File: src/rtl/dsa_spi_pkg.sv
// Shared types and defaults for the DSA serial bus arbiter.
// The same pointer/grant conventions are reused by the AGC panel scheduler.
package dsa_spi_pkg;

    localparam int DSA_WORD_W   = 16;
    localparam int DEF_NUM_CH   = 4;
    localparam int DEF_CLK_DIV  = 4;
    localparam int DEF_CS_SETUP = 2;
    localparam int DEF_CS_HOLD  = 2;

    // Shared phase timer; wide enough for any practical setup, hold or half-period.
    localparam int TIMER_W      = 16;

    typedef enum logic [2:0] {
        ST_IDLE,
        ST_SETUP,
        ST_SHIFT,
        ST_HOLD,
        ST_GAP
    } spi_state_t;

endpackage

File: src/rtl/dsa_spi_arbiter_rr.sv
// Combinational round-robin picker: the first asserted request at or after
// i_ptr (wrapping) wins, returned both one-hot and as an index.
module rr_arbiter #(
    parameter int NUM_CH = 4,
    parameter int IDX_W  = (NUM_CH > 1) ? $clog2(NUM_CH) : 1
) (
    input  logic [NUM_CH-1:0] i_req,
    input  logic [IDX_W-1:0]  i_ptr,
    output logic [NUM_CH-1:0] o_grant,
    output logic [IDX_W-1:0]  o_idx,
    output logic              o_any
);

    logic [2*NUM_CH-1:0] w_dbl;
    logic [NUM_CH-1:0]   w_rot;
    logic [IDX_W-1:0]    w_off;
    logic [IDX_W:0]      w_sum;

    // Rotating the doubled vector puts the pointer's channel at bit 0.
    assign w_dbl = {i_req, i_req} >> i_ptr;
    assign w_rot = w_dbl[NUM_CH-1:0];

    always_comb begin
        w_off = '0;
        for (int k = NUM_CH - 1; k >= 0; k--) begin
            if (w_rot[k]) begin
                w_off = IDX_W'(k);
            end
        end
    end

    assign w_sum   = {1'b0, i_ptr} + {1'b0, w_off};
    assign o_idx   = (w_sum >= (IDX_W+1)'(NUM_CH)) ? IDX_W'(w_sum - (IDX_W+1)'(NUM_CH))
                                                   : w_sum[IDX_W-1:0];
    assign o_any   = |i_req;
    assign o_grant = o_any ? (NUM_CH'(1) << o_idx) : '0;

endmodule

File: src/rtl/dsa_spi_arbiter.sv
// Shares one DSA serial bus among NUM_CH attenuator writers: round-robin grant,
// one MSB-first mode-0 SPI word per grant, then a one-cycle done pulse.
module dsa_spi_arbiter
    import dsa_spi_pkg::*;
#(
    parameter int NUM_CH   = DEF_NUM_CH,
    parameter int DATA_W   = DSA_WORD_W,
    parameter int CLK_DIV  = DEF_CLK_DIV,
    parameter int CS_SETUP = DEF_CS_SETUP,
    parameter int CS_HOLD  = DEF_CS_HOLD
) (
    input  logic                     clk,
    input  logic                     rst,
    input  logic                     en,
    input  logic [NUM_CH-1:0]        req_valid,
    input  logic [NUM_CH*DATA_W-1:0] req_data,
    output logic [NUM_CH-1:0]        req_ready,
    output logic [NUM_CH-1:0]        req_done,
    output logic                     busy,
    output logic                     spi_clk,
    output logic                     spi_mosi,
    output logic [NUM_CH-1:0]        spi_cs_n
);

    localparam int IDX_W = (NUM_CH > 1) ? $clog2(NUM_CH) : 1;
    localparam int BIT_W = $clog2(DATA_W);

    spi_state_t          r_state;
    logic [TIMER_W-1:0]  r_tmr;
    logic [BIT_W-1:0]    r_bit;
    logic [DATA_W-1:0]   r_shift;
    logic [IDX_W-1:0]    r_grant;
    logic [IDX_W-1:0]    r_ptr;
    logic [NUM_CH-1:0]   r_cs_n;
    logic                r_sclk;
    logic                r_busy;
    logic [NUM_CH-1:0]   r_done;

    spi_state_t          w_state_nxt;
    logic [TIMER_W-1:0]  w_tmr_nxt;
    logic [BIT_W-1:0]    w_bit_nxt;
    logic [DATA_W-1:0]   w_shift_nxt;
    logic [IDX_W-1:0]    w_grant_nxt;
    logic [IDX_W-1:0]    w_ptr_nxt;
    logic [NUM_CH-1:0]   w_cs_n_nxt;
    logic                w_sclk_nxt;
    logic                w_busy_nxt;
    logic [NUM_CH-1:0]   w_done_nxt;
    logic [NUM_CH-1:0]   w_ready;

    logic [NUM_CH-1:0]   w_arb_grant;
    logic [IDX_W-1:0]    w_arb_idx;
    logic                w_arb_any;
    logic [DATA_W-1:0]   w_word;

    rr_arbiter #(
        .NUM_CH (NUM_CH),
        .IDX_W  (IDX_W)
    ) u_rr (
        .i_req   (req_valid),
        .i_ptr   (r_ptr),
        .o_grant (w_arb_grant),
        .o_idx   (w_arb_idx),
        .o_any   (w_arb_any)
    );

    always_comb begin
        w_word = '0;
        for (int c = 0; c < NUM_CH; c++) begin
            if (w_arb_grant[c]) begin
                w_word = req_data[c*DATA_W +: DATA_W];
            end
        end
    end

    always_comb begin
        w_state_nxt = r_state;
        w_tmr_nxt   = r_tmr;
        w_bit_nxt   = r_bit;
        w_shift_nxt = r_shift;
        w_grant_nxt = r_grant;
        w_ptr_nxt   = r_ptr;
        w_cs_n_nxt  = r_cs_n;
        w_sclk_nxt  = r_sclk;
        w_busy_nxt  = r_busy;
        w_done_nxt  = '0;
        w_ready     = '0;

        case (r_state)
            ST_IDLE: begin
                if (en && w_arb_any) begin
                    w_ready     = w_arb_grant;
                    w_shift_nxt = w_word;
                    w_cs_n_nxt  = ~w_arb_grant;
                    w_grant_nxt = w_arb_idx;
                    w_tmr_nxt   = '0;
                    w_busy_nxt  = 1'b1;
                    w_state_nxt = ST_SETUP;
                end
            end

            ST_SETUP: begin
                if (r_tmr == TIMER_W'(CS_SETUP - 1)) begin
                    w_tmr_nxt   = '0;
                    w_bit_nxt   = '0;
                    w_state_nxt = ST_SHIFT;
                end else begin
                    w_tmr_nxt = r_tmr + 1'b1;
                end
            end

            // Timer spans one bit: low half then high half; the word advances on the fall.
            ST_SHIFT: begin
                if (r_tmr == TIMER_W'(2*CLK_DIV - 1)) begin
                    w_sclk_nxt = 1'b0;
                    w_tmr_nxt  = '0;
                    if (r_bit == BIT_W'(DATA_W - 1)) begin
                        w_state_nxt = ST_HOLD;
                    end else begin
                        w_shift_nxt = r_shift << 1;
                        w_bit_nxt   = r_bit + 1'b1;
                    end
                end else begin
                    w_tmr_nxt = r_tmr + 1'b1;
                    if (r_tmr == TIMER_W'(CLK_DIV - 1)) begin
                        w_sclk_nxt = 1'b1;
                    end
                end
            end

            ST_HOLD: begin
                if (r_tmr == TIMER_W'(CS_HOLD - 1)) begin
                    w_cs_n_nxt  = '1;
                    w_done_nxt  = NUM_CH'(1) << r_grant;
                    w_ptr_nxt   = (r_grant == IDX_W'(NUM_CH - 1)) ? '0 : r_grant + 1'b1;
                    w_tmr_nxt   = '0;
                    w_state_nxt = ST_GAP;
                end else begin
                    w_tmr_nxt = r_tmr + 1'b1;
                end
            end

            ST_GAP: begin
                w_busy_nxt  = 1'b0;
                w_state_nxt = ST_IDLE;
            end

            default: begin
                w_state_nxt = ST_IDLE;
            end
        endcase
    end

    // Reset aborts any transfer on the spot: bus released, no done pulse.
    always_ff @(posedge clk or posedge rst) begin
        if (rst) begin
            r_state <= ST_IDLE;
            r_tmr   <= '0;
            r_bit   <= '0;
            r_shift <= '0;
            r_grant <= '0;
            r_ptr   <= '0;
            r_cs_n  <= '1;
            r_sclk  <= 1'b0;
            r_busy  <= 1'b0;
            r_done  <= '0;
        end else begin
            r_state <= w_state_nxt;
            r_tmr   <= w_tmr_nxt;
            r_bit   <= w_bit_nxt;
            r_shift <= w_shift_nxt;
            r_grant <= w_grant_nxt;
            r_ptr   <= w_ptr_nxt;
            r_cs_n  <= w_cs_n_nxt;
            r_sclk  <= w_sclk_nxt;
            r_busy  <= w_busy_nxt;
            r_done  <= w_done_nxt;
        end
    end

    assign req_ready = rst ? '0 : w_ready;
    assign req_done  = r_done;
    assign busy      = r_busy;
    assign spi_clk   = r_sclk;
    assign spi_mosi  = r_shift[DATA_W-1];
    assign spi_cs_n  = r_cs_n;

endmodule

File: config.mk
export PLATFORM = sky130hd
export DESIGN_NAME = dsa_spi_arbiter
export DESIGN_NICKNAME = d
export VERILOG_FILES = /design/src/rtl/dsa_spi_pkg.sv /design/src/rtl/dsa_spi_arbiter_rr.sv /design/src/rtl/dsa_spi_arbiter.sv
export SDC_FILE = /design/constraint.sdc
export NUM_CORES = 1
export LEC_CHECK = 0
export CORE_UTILIZATION = 49
export CTS_CLUSTER_SIZE = 16
export DETAILED_ROUTE_END_ITERATION = 6
export GPL_ROUTABILITY_DRIVEN = 0
export PLACE_DENSITY = 0.82
export SLEW_MARGIN = 20
export SYNTH_ARGS = -nofsm -noshare
export SYNTH_HDL_FRONTEND = slang
export SYNTH_SLANG_ARGS = --single-unit
File: constraint.sdc
create_clock -name clk -period 4.05 [get_ports clk]
set_input_delay 0.81 -clock clk [delete_from_list [all_inputs] [get_ports clk]]
set_output_delay 0.81 -clock clk [all_outputs]
set_load 0.01 [all_outputs]
==> results of run 1 <==
## layout make-up
| class | count | area [um2] | share of cell area, % |
|---|---|---|---|
| inverter | 8 | 30.0 | 0.678 |
| timing repair buffer | 110 | 1040 | 23.5 |
| multi-input combinational | 257 | 1850 | 41.8 |
| clock buffer | 8 | 80.1 | 1.81 |
| tap | 77 | 96.3 | 2.17 |
| sequential | 53 | 1330 | 30.0 |
## final timing paths
| kind | to | startpoint | slack (ns) | depth (start not counted) |
|---|---|---|---|---|
| worst max-delay path | req_ready[0] | req_valid[0] | 0.20 | 13 |
| worst min-delay path | r_bit[3]$_DFFE_PP0P_ | r_bit[3]$_DFFE_PP0P_ | 0.50 | 1 |
| worst max register to register | r_shift[12]$_DFFE_PP0P_ | r_ptr[1]$_DFFE_PP0P_ | 0.93 | 13 |
| worst min register to register | r_bit[3]$_DFFE_PP0P_ | r_bit[3]$_DFFE_PP0P_ | 0.50 | 1 |
| max in group asynchronous | r_tmr[8]$_DFFE_PP0P_ | rst | 2.18 | 3 |
| min in group asynchronous | busy$_DFFE_PP0P_ | rst | 1.14 | 2 |
## metal layers
layer	track usage [%]	vias up
li1	-	1446
met1	32.0	1439
met2	38.0	118
met3	4.45	19
met4	7.70	0
met5	0	-
## logic make-up after synthesis
logic type	count (synthesis)	share of synthesized area [%]
fa+ha+maj	8	3.07
flops	53	40.9
xor+xnor	16	4.30
compound gates	99	22.7
mux	20	6.18
simple gates	114	18.8
buf+inv	29	4.07
## per-stage QoR
step | setup slack (ns) | hold WS [ns] | std cells | total power, mW | utilization [%]
floorplan | 0.0443 | 0.440 | 339 | 0.635 | -
global placement | -0.388 | 0.473 | 505 | 0.741 | 67.2
detailed placement | -0.475 | 0.491 | 505 | 0.745 | 67.2
CTS | -0.0713 | 0.505 | 513 | 1.03 | 68.4
global route | 0.0182 | 0.540 | 513 | 1.06 | 69.4
finish | 0.200 | 0.504 | 513 | 1.03 | 69.4
## registers in the layout, indices dropped and copies added (netlist names)
| name | cells |
|---|---|
| r_bit | 4 |
| r_grant | 2 |
| spi_clk | 1 |
| r_ptr | 2 |
| r_state | 3 |
| spi_cs_n | 4 |
| r_tmr | 16 |
| busy | 1 |
| req_done | 4 |
| r_shift | 16 |
## power by group
part | leakage (nW) | internal [mW] | switching [mW]
clock | 0.0395 | 0.123 | 0.164
combinational | 1.18 | 0.108 | 0.0786
sequential | 0.687 | 0.544 | 0.00838
total | 1.91 | 0.775 | 0.251
## layout by cell type (no fill, tap or decap), types with 5 or more instances in the layout
cell,n
mux2i_1,19
clkdlybuf4s50_1,77
xnor2_1,5
a21oi_1,9
xor2_1,10
o31ai_1,9
buf_4,24
o21ai_0,11
a21boi_0,17
dfrtp_1,49
a211oi_1,20
ha_1,7
nand2b_1,10
nand3_1,8
and3_1,9
a22oi_1,7
a211oi_2,7
inv_1,7
nor2_1,27
clkbuf_8,5
nand2_1,16
nor3_1,16
## critical path: cells and delay by family
family                     cells  cell delay (ns)
buffers and inverters          4             0.75
xor gates and xnor gates       1             0.13
AOI/OAI and AO/OA              3             0.31
and+or+nand+nor                4             0.84
adders and majority gates      1             0.19
## timing repair
action                                  4_1_cts  5_1_grt
cloned                                        0        0
resized for setup                            10       25
pin swaps                                     0        3
endpoints found under the setup margin        4        4
buffers inserted                              0        0
==> summary.txt, run 1 <==
Outcome
  • Status: completed

Clock network
  • TritonCTS buffer count: 5
  • CTS max path bufs: 2
  • Clk slew on worst S/H paths: 0.08 ns
  • H-tree levels: 2
  • Clk sinks: 53
  • Root Driver: clkbuf_8
  • Clk_lat worst skew: 0.30 ns
  • Hold buffer count at CTS: 0
  • CTS tree: done

Drt
  • Detailed-route vias per instance: 5.89
  • Residual DRC: 0
  • Met1 WL: 3.73 mm
  • Met3 WL: 404 um
  • Vias: 3022
  • Highest routed layer: met4
  • Drt first-iter violations: 135
  • DRT Pass-1 Iters: 5
  • Post-Route WL: 8.08 mm
  • Antenna viol nets, final: 0
  • Routed len/inst: 15.8 um
  • Met2 WL: 3.74 mm

Layout
  • Design area: 4430 um2
  • FILL cells: 475
  • Final #Nets: 514
  • Layout cells sized above 1: 14.2%
  • Antenna diodes: 0
  • Syn-to-layout area delta: 36.0%

Logic synthesis
  • Seq/Total Area, Yosys: 40.9%
  • Most used DFF post-synth: dfrtp_1
  • Syn_nets: 418
  • Yosys top cell area share: 37.6%
  • Cell taking the most area after synthesis: dfrtp_1
  • Synth top area cells: dfrtp_1 38%, mux2i_1 5.8%, a211oi_1 4.6%
  • EDFF count, synth: 0
  • Library cells used by synthesis: 48
  • Commonest cells in the netlist: 49 x dfrtp_1, 27 x nor2_1, 20 x a211oi_1
  • Mapped Area: 3260 um2
  • Avg Inst Size Synth: 9.61 um2
  • Mapped Cells: 339
  • Async set or reset register ratio after synthesis: 100%
  • Synth warnings: 0
  • Flops & latches, synth: 53
  • Most frequent cell after synthesis: dfrtp_1

Critical path
  • Worst Setup Path Type: in -> out
  • Critical path arrival: 3.04 ns
  • Crit path launch type: input port
  • Critical Path RT: 3.24 ns
  • Crit Path Max Fanout: 18
  • CP max-delay cell: or4_4
  • Most frequent CP cell: clkdlybuf4s15_1
  • Critical Path End Type: output port
  • Worst path cell trace: clkdlybuf4s15_1 > inv_1 > o21ai_1 > a21oi_2 > nor3_1 > a21oi_1 > ha_2 > xnor2_2 > or4_4 > buf_12 > nand3_1 > nor4_1 > clkdlybuf4s15_1
  • Critical Path Max Stage Delay: 0.51 ns

Floorplan
  • Core footprint: 6390 um2
  • Row Count: 29
  • Total die area: 6980 um2
  • Effective utilization at floorplan: 51.0%
  • Die Ht: 83.5 um
  • Top Ports: 86
  • Die width: 83.5 um

Placed design
  • Placed inst area: 4290 um2
  • I/O Buffers: 85
  • Dpl hpwl: 6.13 mm

Power
  • Leakage Power: 1.91 nW
  • Power Dens Cells: 232 nW/um2
  • Peak VDD IR: 119 uV

Timing
  • Final Max Slew Viols: 0
  • Min Clock Period, post-route: 3.85 ns
  • Slew @ Worst Pin: 0.686 ns
  • Final Hold Fails: 0
  • Final setup vio count: 0
  • Slew margin rel.: 54.2%
  • Period utilization: 95.1%
  • Clock skew: 0.00653 ns
  • Max Freq: 0.260 GHz
  • RSZ-0062 raised after global routing: no
  • Setup TNS: 0 ns

Global routing
  • First-pass GRT wire length: 13.3 mm
  • GRT Resource Usage Total: 23.5%
  • Overflow after GRT: 0
  • Pin count of the biggest net entering global routing: 36
  • Initial antenna violation count: 0
  • Vias in the first global route: 2887

Job
  • Max cap viols: 0

Worst hold path
  • Hold Crit Class: reg -> reg
(Power assumes the default switching activity.)
==> inputs of run 2 (changes only) <==
- CELL_PAD_IN_SITES_DETAIL_PLACEMENT: unset -> 1
- CELL_PAD_IN_SITES_GLOBAL_PLACEMENT: unset -> 1
- CORE_UTILIZATION: 49 -> 37
- CTS_CLUSTER_DIAMETER: unset -> 50
==> run 2 against run 1 <==
  * Clock-buffer cell count is 2 lower
  * Register-to-register slack better by 0.10 ns
  * Sequential power hardly changed
  * Critical path depth is 1 lower
  * Final cell count grew 5.5%
  * Wire length up 17%
  * Sequential share of layout area down 0.093 points
  * Die area increased by 32%
  * Clock power rose by 6%
  * First-iteration DRC count down 29%
==> summary.txt, run 2 (same netlist as run 1, synthesis figures left out) <==
Timing
  • Slew margin rel.: 38.8%
  • Max Freq: 0.255 GHz
  • Final setup vio count: 0
  • Period utilization: 96.9%
  • Min Clock Period, post-route: 3.93 ns
  • Slew @ Worst Pin: 0.917 ns
  • Clock skew: 0.0125 ns
  • Fin worst setup slack: 0.124 ns
  • RSZ-0062 raised after global routing: no
  • Hold WS: 0.491 ns
  • Final Hold Fails: 0
  • Final Max Slew Viols: 0

Layout
  • Commonest non-fill, non-tap cell in the layout: clkdlybuf4s50_1
  • Antenna diodes: 0
  • Largest regs: r_shift x16, r_tmr x16
  • Syn-to-layout area delta: 36.4%
  • Layout cells sized above 1: 14.0%
  • Design area: 4450 um2
  • Final #Nets: 514
  • Non-filler instance count after layout: 541
  • Most frequent cells in the layout: 77 x clkdlybuf4s50_1, 49 x dfrtp_1, 27 x nor2_1

Clock network
  • TritonCTS buffer count: 5
  • Hold buffer count at CTS: 0
  • Clk slew on worst S/H paths: 0.09 ns
  • Root Driver: clkbuf_8
  • CTS max path bufs: 2
  • # Post-CTS Setup Buffers: 0
  • CTS tree: done
  • H-tree levels: 2
  • Clk_lat worst skew: 0.32 ns
  • Clk sinks: 53

Global routing
  • Overflow after GRT: 0
  • First-pass GRT wire length: 15.7 mm
  • Initial antenna violation count: 0
  • Pin count of the biggest net entering global routing: 54
  • Vias in the first global route: 3260
  • GRT Resource Usage Total: 21.9%

Drt
  • Drt first-iter violations: 96
  • DRT Pass-1 Iters: 4
  • Antenna viol nets, final: 0
  • Routed len/inst: 17.5 um
  • Post-Route WL: 9.44 mm
  • Detailed-route vias per instance: 5.58
  • Residual DRC: 0
  • Vias: 3019

Floorplan
  • Effective utilization at floorplan: 38.9%
  • Die width: 95.8 um
  • Core footprint: 8380 um2
  • Top Ports: 86
  • Die Ht: 95.8 um
  • Total die area: 9190 um2
  • Row Count: 33

Power
  • Power Dens Cells: 235 nW/um2
  • Pwr Total: 1.05 mW
  • Peak VDD IR: 115 uV
  • Leakage Power: 1.89 nW

Critical path
  • Worst Setup Path Type: in -> out
  • Worst path cell trace: dlygate4sd2_1 > nand2_1 > a21oi_2 > nor2_1 > a21oi_1 > a21oi_1 > ha_2 > xnor2_1 > or4_4 > and2_4 > nor4_4 > buf_2
  • Critical path arrival: 3.12 ns
  • Worst-case reg-to-reg path depth: 14
  • Reg2reg setup slack: 1.03 ns
  • CP max-delay cell: or4_4
  • Critical Path Max Stage Delay: 0.44 ns
  • Crit path launch type: input port
  • Most frequent CP cell: a21oi_1
  • Crit Path Max Fanout: 5
  • R2r startpoint: r_ptr[1]$_DFFE_PP0P_
  • Critical Path RT: 3.24 ns
  • Critical Path End Type: output port
  • Worst R2R End: r_shift[12]$_DFFE_PP0P_

Placed design
  • Placed inst area: 4330 um2
  • Dpl hpwl: 7.27 mm
  • Placed cells: 533
  • I/O Buffers: 85
  • DP Worst Slack: -0.605 ns

Worst hold path
  • Hold depth: 2
  • Hold Crit Class: reg -> reg
  • Hold Path Origin: r_shift[0]$_DFFE_PP0P_
  • Hold Path End: r_shift[0]$_DFFE_PP0P_

Outcome
  • Status: completed

Job
  • Max cap viols: 0
[run 2: worst max path at each step]
stage | slack (ns) | end | startpoint | cells after the start
6_report | 0.12 | req_ready[3] | req_valid[1] | 12
5_1_grt | 0.02 | req_ready[3] | req_valid[0] | 12
4_1_cts | 0.01 | req_ready[3] | req_valid[2] | 12
3_5_place_dp | -0.60 | req_ready[3] | req_valid[0] | 12
3_3_place_gp | -0.36 | req_ready[3] | req_valid[0] | 12
2_1_floorplan | 0.04 | req_ready[2] | req_valid[0] | 14
[run 2: worst max-delay path: cells and delay by family]
family / cells / cell delay [ns]
buffers and inverters: 2 / 0.48
adders and majority gates: 1 / 0.19
and+or+nand+nor: 5 / 1.09
xor gates and xnor gates: 1 / 0.14
AOI/OAI and AO/OA: 3 / 0.40
[run 2: power by group]
| group | switching [mW] | internal (mW) |
|---|---|---|
| clock | 0.183 | 0.122 |
| combinational | 0.0814 | 0.107 |
| sequential | 0.00844 | 0.544 |
| total | 0.272 | 0.773 |
[run 2: final cells by class]
cell class,count,area [um2]
fillers,945,3940
multi-input cells,257,1830
flip-flops and latches,53,1330
repair buffers,110,1030
well taps,105,131
clock buffers,6,72.6
inverters,8,31.3
clock inverters,2,15.0
[run 2: stage by stage]
| stage | TNS, ns | util (%) |
|---|---|---|
| floorplan | 0 | - |
| global placement | -1.14 | 51.6 |
| detailed placement | -1.75 | 51.6 |
| CTS | 0 | 52.7 |
| global route | 0 | 53.0 |
| finish | 0 | 53.0 |
[run 2: repair_timing]
| action | 4_1_cts | 5_1_grt |
|---|---|---|
| endpoints found under the setup margin | 4 | 4 |
| pin swaps | 1 | 2 |
| gates resized for setup | 18 | 9 |
[run 2: routing by layer]
layer / up-vias / global-route usage [%] / part of all wire, %
li1: 1440 / - / -
met1: 1475 / 28.5 / 46
met2: 88 / 38.2 / 48
met3: 16 / 3.00 / 3.7
met4: 0 / 5.47 / 2.0
met5: - / 0 / 0
